[src/rtl/forwarding_hazard_unit.sv]
// rtl/forwarding_hazard_unit.sv - parametrised in-flight writer tracking, forward selects and decode stall
module forwarding_hazard_unit #(
  parameter int NREAD   = 2,
  parameter int NSTAGES = 3,
  parameter int REGW    = 5,
  parameter int SELW    = $clog2(NSTAGES),
  parameter int CNTW    = 16
) (
  input  logic                  CLK,
  input  logic                  RST,
  input  logic                  adv,
  input  logic                  flush,
  input  logic                  id_vld,
  input  logic [NREAD*REGW-1:0] id_rs,
  input  logic [REGW-1:0]       id_wsel,
  input  logic                  id_wen,
  input  logic [SELW-1:0]       id_rdy,
  output logic                  stall,
  output logic [NREAD*SELW-1:0] fsel,
  output logic [CNTW-1:0]       stall_cnt
);

  // slot 0 = EX, slot NSTAGES-1 = WB
  logic [NSTAGES-1:0] slot_vld;
  logic [NSTAGES-1:0] slot_wen;
  logic [REGW-1:0]    slot_wsel [NSTAGES];
  logic [SELW-1:0]    slot_rdy  [NSTAGES];
  logic [NREAD*REGW-1:0] ex_rs;

  logic hazard;

  // Shift writers one slot deeper on each advance; slot 0 takes decode or a bubble
  always_ff @(posedge CLK or posedge RST) begin
    if (RST) begin
      slot_vld <= '0;
      slot_wen <= '0;
      ex_rs    <= '0;
      for (int s = 0; s < NSTAGES; s++) begin
        slot_wsel[s] <= '0;
        slot_rdy[s]  <= '0;
      end
    end else if (adv) begin
      for (int s = 1; s < NSTAGES; s++) begin
        slot_vld[s]  <= slot_vld[s-1];
        slot_wen[s]  <= slot_wen[s-1];
        slot_wsel[s] <= slot_wsel[s-1];
        slot_rdy[s]  <= slot_rdy[s-1];
      end
      if (flush || stall || !id_vld) begin
        slot_vld[0]  <= 1'b0;
        slot_wen[0]  <= 1'b0;
        slot_wsel[0] <= '0;
        slot_rdy[0]  <= '0;
        ex_rs        <= '0;
      end else begin
        slot_vld[0]  <= 1'b1;
        slot_wen[0]  <= id_wen;
        slot_wsel[0] <= id_wsel;
        slot_rdy[0]  <= id_rdy;
        ex_rs        <= id_rs;
      end
    end
  end

  // Youngest live writer of each decode operand decides whether its result is late
  always_comb begin
    logic [REGW-1:0] rs;
    logic            found;
    hazard = 1'b0;
    rs     = '0;
    found  = 1'b0;
    for (int i = 0; i < NREAD; i++) begin
      rs    = id_rs[i*REGW +: REGW];
      found = 1'b0;
      // the WB slot is excluded: the register file writes before it is read
      for (int s = 0; s < NSTAGES-1; s++) begin
        if (!found && rs != '0 && slot_vld[s] && slot_wen[s] && slot_wsel[s] == rs) begin
          found = 1'b1;
          if (slot_rdy[s] > SELW'(s)) hazard = 1'b1;
        end
      end
    end
    stall = id_vld && !flush && hazard;
  end

  // Forward select per EX operand: nearest older live writer, else register file
  always_comb begin
    logic [REGW-1:0] rs;
    logic            found;
    fsel  = '0;
    rs    = '0;
    found = 1'b0;
    for (int i = 0; i < NREAD; i++) begin
      rs    = ex_rs[i*REGW +: REGW];
      found = 1'b0;
      for (int s = 1; s < NSTAGES; s++) begin
        if (!found && slot_vld[0] && rs != '0 && slot_vld[s] && slot_wen[s] && slot_wsel[s] == rs) begin
          found = 1'b1;
          fsel[i*SELW +: SELW] = SELW'(s);
        end
      end
    end
  end

  // Saturating count of advances that inserted a stall bubble
  always_ff @(posedge CLK or posedge RST) begin
    if (RST) begin
      stall_cnt <= '0;
    end else if (adv && stall && stall_cnt != '1) begin
      stall_cnt <= stall_cnt + 1'b1;
    end
  end

endmodule

[config.mk]
export PLATFORM = sky130hd
export DESIGN_NAME = forwarding_hazard_unit
export DESIGN_NICKNAME = d
export VERILOG_FILES = /design/src/rtl/forwarding_hazard_unit.sv
export SDC_FILE = /design/constraint.sdc
export NUM_CORES = 1
export LEC_CHECK = 0
export BUFFER_PORTS_ARGS = -buffer_cell sky130_fd_sc_hd__buf_4
export CAP_MARGIN = 5
export CELL_PAD_IN_SITES_DETAIL_PLACEMENT = 1
export CELL_PAD_IN_SITES_GLOBAL_PLACEMENT = 2
export CORE_ASPECT_RATIO = 0.5
export CORE_MARGIN = 2
export CORE_UTILIZATION = 30
export DETAILED_ROUTE_END_ITERATION = 10
export PLACE_DENSITY_LB_ADDON = 0.1
export SETUP_SLACK_MARGIN = 0.05
export SLEW_MARGIN = 5
export SYNTH_ARGS = -nofsm -noshare
export SYNTH_HDL_FRONTEND = slang
export SYNTH_SLANG_ARGS = --single-unit
[constraint.sdc]
create_clock -name CLK -period 2.7 [get_ports CLK]
set_input_delay 0 -clock CLK [delete_from_list [all_inputs] [get_ports CLK]]
set_output_delay 0 -clock CLK [all_outputs]
set_load 0.05 [all_outputs]
==> load_flow_metrics.sql <==
INSERT INTO impl_metrics (metric_group, metric, value, unit) VALUES
('run_status', 'status', 'finished with violations', ''),
('run_status', 'failing_checks', 'negative hold slack', ''),
('timing', 'period_needed', '2.40', 'ns'),
('yosys', 'avgSynthCellArea', '11.2', 'um^2'),
('placed_design', 'io_buffer_count', '43', ''),
('detailed_routing', 'met3_length', '230', 'um'),
('yosys', 'ys_warn_count', '0', ''),
('critical_path', 'timing.critical_path.slowest_cell_delay', '0.67', 'ns'),
('grt', 'global_route_wire_length_before_repair', '11.5', 'mm'),
('critical_path', 'cp_data_arrival_time', '2.63', 'ns'),
('timing', 'finalHoldViolCount', '1', ''),
('clocking', 'clk_latency', '0.29', 'ns'),
('placed_design', 'hpwl', '4.93', 'mm'),
('timing', 'worst_slew_pin_slew', '1.10', 'ns'),
('finish', 'insertedDiodeCount', '0', ''),
('critical_path', 'setup.reg_to_reg.worst_slack', '0.30', 'ns'),
('yosys', 'syn-num-nets', '258', ''),
('pwr', 'irDropWorstVdd', '0.227', 'mV'),
('detailed_routing', 'routedLengthMet1', '3.37', 'mm'),
('grt', 'maximum_number_of_pins_on_one_net_before_global_route_repair', '51', ''),
('yosys', 'postSynthRegisterBits', '50', ''),
('pwr', 'p_leak', '1.64', 'nW'),
('timing', 'hold_ws', '-0.00132', 'ns'),
('detailed_routing', 'first_pass_iters', '4', ''),
('yosys', 'synth_edf_count', '0', ''),
('yosys', 'netlist_instances', '234', ''),
('timing', 'fin_tns_setup', '0', 'ns'),
('clocking', 'cts_hold_repair.buffers', '18', ''),
('pwr', 'power_density', '501', 'mW/mm^2'),
('die', 'design.die.area', '0.00958', 'mm^2'),
('grt', 'overflow', '0', ''),
('critical_path', 'timing.critical_path.slowest_stage_cell', 'sky130_fd_sc_hd__and4_1', ''),
('die', 'chipWidth', '136', 'um'),
('placed_design', 'post_place_cell_area', '0.00308', 'mm^2'),
('yosys', 'synth_top_cell_by_area', 'sky130_fd_sc_hd__dfrtp_1', ''),
('finish', 'area.growth.synth_to_final', '29.6', '%'),
('clocking', 'post_cts.repair.setup_buffers', '0', ''),
('yosys', 'yosys-top-cells-count', '50 x sky130_fd_sc_hd__dfrtp_1, 38 x sky130_fd_sc_hd__xor2_1, 18 x sky130_fd_sc_hd__a22o_1', ''),
('critical_path', 'worst_ep_required_time', '2.92', 'ns'),
('timing', 'max_slew_margin', '26.5', '%'),
('die', 'boundaryPins', '44', ''),
('timing', 'fin_skew', '0.00329', 'ns'),
('finish', 'final_nets', '318', ''),
('critical_path', 'worst_r2r_src', 'slot_wsel[14]', ''),
('finish', 'final_layout_size_suffix_gt1_share', '27.1', '%'),
('detailed_routing', 'wl_met2', '3.15', 'mm'),
('die', 'initial_core_util', '30.5', '%'),
('timing', 'grt_setup_unrepaired', 'no', ''),
('detailed_routing', 'avgRoutedWirePerCell', '16.5', 'um'),
('grt', 'antenna_violations_before_repair', '0', ''),
('yosys', 'yosys_most_used_dff', 'sky130_fd_sc_hd__dfrtp_1', ''),
('timing', 'finalCritPeriodShare', '89.0', '%'),
('clocking', 'cts_buffers', '5', ''),
('yosys', 'ys_types', '31', ''),
('die', 'fp-row-count', '24', ''),
('timing', 'maxClockFrequency', '416', 'MHz'),
('detailed_routing', 'vias', '1995', ''),
('critical_path', 'end_kind', 'flip-flop', ''),
('clocking', 'clk_root_buffer_cell', 'sky130_fd_sc_hd__clkbuf_16', ''),
('finish', 'seqCellArea', '0.00125', 'mm^2'),
('clocking', 'num_clock_sinks', '50', ''),
('clocking', 'cts-root-to-sink-buffers', '2', ''),
('clocking', 'clk_pin_slew', '0.06', 'ns'),
('detailed_routing', 'drt_drc_violations_left', '0', ''),
('grt', 'first_global_vias', '2205', ''),
('detailed_routing', 'routed_wirelength', '6.81', 'mm'),
('placed_design', 'gp_congestion', '0.739', ''),
('finish', 'fillcell_total', '949', ''),
('critical_path', 'critical_path_peak_fanout', '19', ''),
('critical_path', 'worstRegToRegCells', '7', ''),
('clocking', 'post_cts_resized', '0', '');
## per-layer routing
layer  global-route usage, %  vias to the layer above
met2                    24.6                       26
li1                        -                      956
met5                       0                        -
met1                    21.3                     1007
met3                    4.21                        6
met4                    2.43                        0
## cell type report
class	count	area share [%]
Tap cell	117	4.30
Clock buffer	7	4.19
Sequential cell	50	36.7
Multi-Input combinational cell	166	38.4
Timing Repair Buffer	65	15.6
Clock inverter	1	0.147
Inverter	6	0.661
## worst max path at each step
stage / cells past startpoint / slack (ns) / endpoint / startpoint
floorplan: 4 / 0.27 / fsel[1] / ex_rs[1]
global placement: 7 / 0.33 / ex_rs[7] / slot_wsel[14]
detailed placement: 7 / 0.27 / ex_rs[4] / slot_wsel[14]
CTS: 7 / 0.24 / ex_rs[9] / slot_wsel[14]
global route: 7 / 0.1 / ex_rs[4] / slot_wsel[14]
finish: 7 / 0.30 / ex_rs[9] / slot_wsel[14]
## state kept, by name, summed over array words and instances (netlist names)
register and cells:
ex_rs 10, stall_cnt 16, slot_vld 3, slot_rdy 3, slot_wen 3, slot_wsel 15
## through the flow
| stage | instances | total power, mW | hold slack, ns | util [%] | setup slack [ns] |
|---|---|---|---|---|---|
| detailed placement | 386 | 1.07 | 0.219 | 35.7 | 0.271 |
| global route | 412 | 1.80 | 0.0908 | 39.5 | 0.0995 |
| global placement | 386 | 1.06 | 0.214 | 35.7 | 0.333 |
| finish | 412 | 1.71 | -0.00132 | 39.5 | 0.298 |
| floorplan | 234 | 0.984 | 0.102 | - | 0.268 |
| CTS | 412 | 1.74 | 0.0482 | 39.5 | 0.245 |
## where the power goes
part | internal (mW) | total [mW] | switching [mW]
Sequential | 0.785 | 0.840 | 0.0551
Combinational | 0.122 | 0.229 | 0.106
Clock | 0.368 | 0.638 | 0.270
## placed cells by master (no fill, tap or decap), types with 2 or more instances in the layout
master                           n
sky130_fd_sc_hd__buf_4          47
sky130_fd_sc_hd__xnor2_1        16
sky130_fd_sc_hd__dlygate4sd3_1  18
sky130_fd_sc_hd__nor4_2          5
sky130_fd_sc_hd__nand3_1         5
sky130_fd_sc_hd__a22o_1         18
sky130_fd_sc_hd__o21ai_0         2
sky130_fd_sc_hd__mux2_2         16
sky130_fd_sc_hd__and2_1          2
sky130_fd_sc_hd__clkbuf_16       5
sky130_fd_sc_hd__or4_1           2
sky130_fd_sc_hd__nor3_1         12
sky130_fd_sc_hd__nor4_1          8
sky130_fd_sc_hd__nor2_1          9
sky130_fd_sc_hd__xor2_1         38
sky130_fd_sc_hd__dfrtp_1        50
sky130_fd_sc_hd__nand2_1        11
sky130_fd_sc_hd__nand4_1        10
sky130_fd_sc_hd__inv_1           4
## logic make-up (layout without fill, tap and decap cells)
kind of cell    count (synthesis)  count (layout)  share of synthesized area [%]
flops                          50              50                           47.6
compound gates                 26              26                           9.04
xor+xnor                       54              54                           18.0
fa+ha+maj                       1               1                          0.476
simple gates                   69              69                           14.7
mux                            16              16                           6.85
buf+inv                        18              79                           3.38
## worst max-delay path: cells and delay by family (launching register included)
family           cells  cell delay, ns
flip-flops           1            0.42
AND/OR/NAND/NOR      3            1.17
AO/OA/AOI/OAI        3            0.55
XOR/XNOR             1            0.19
No activity file was read; power rests on OpenSTA's default activity.
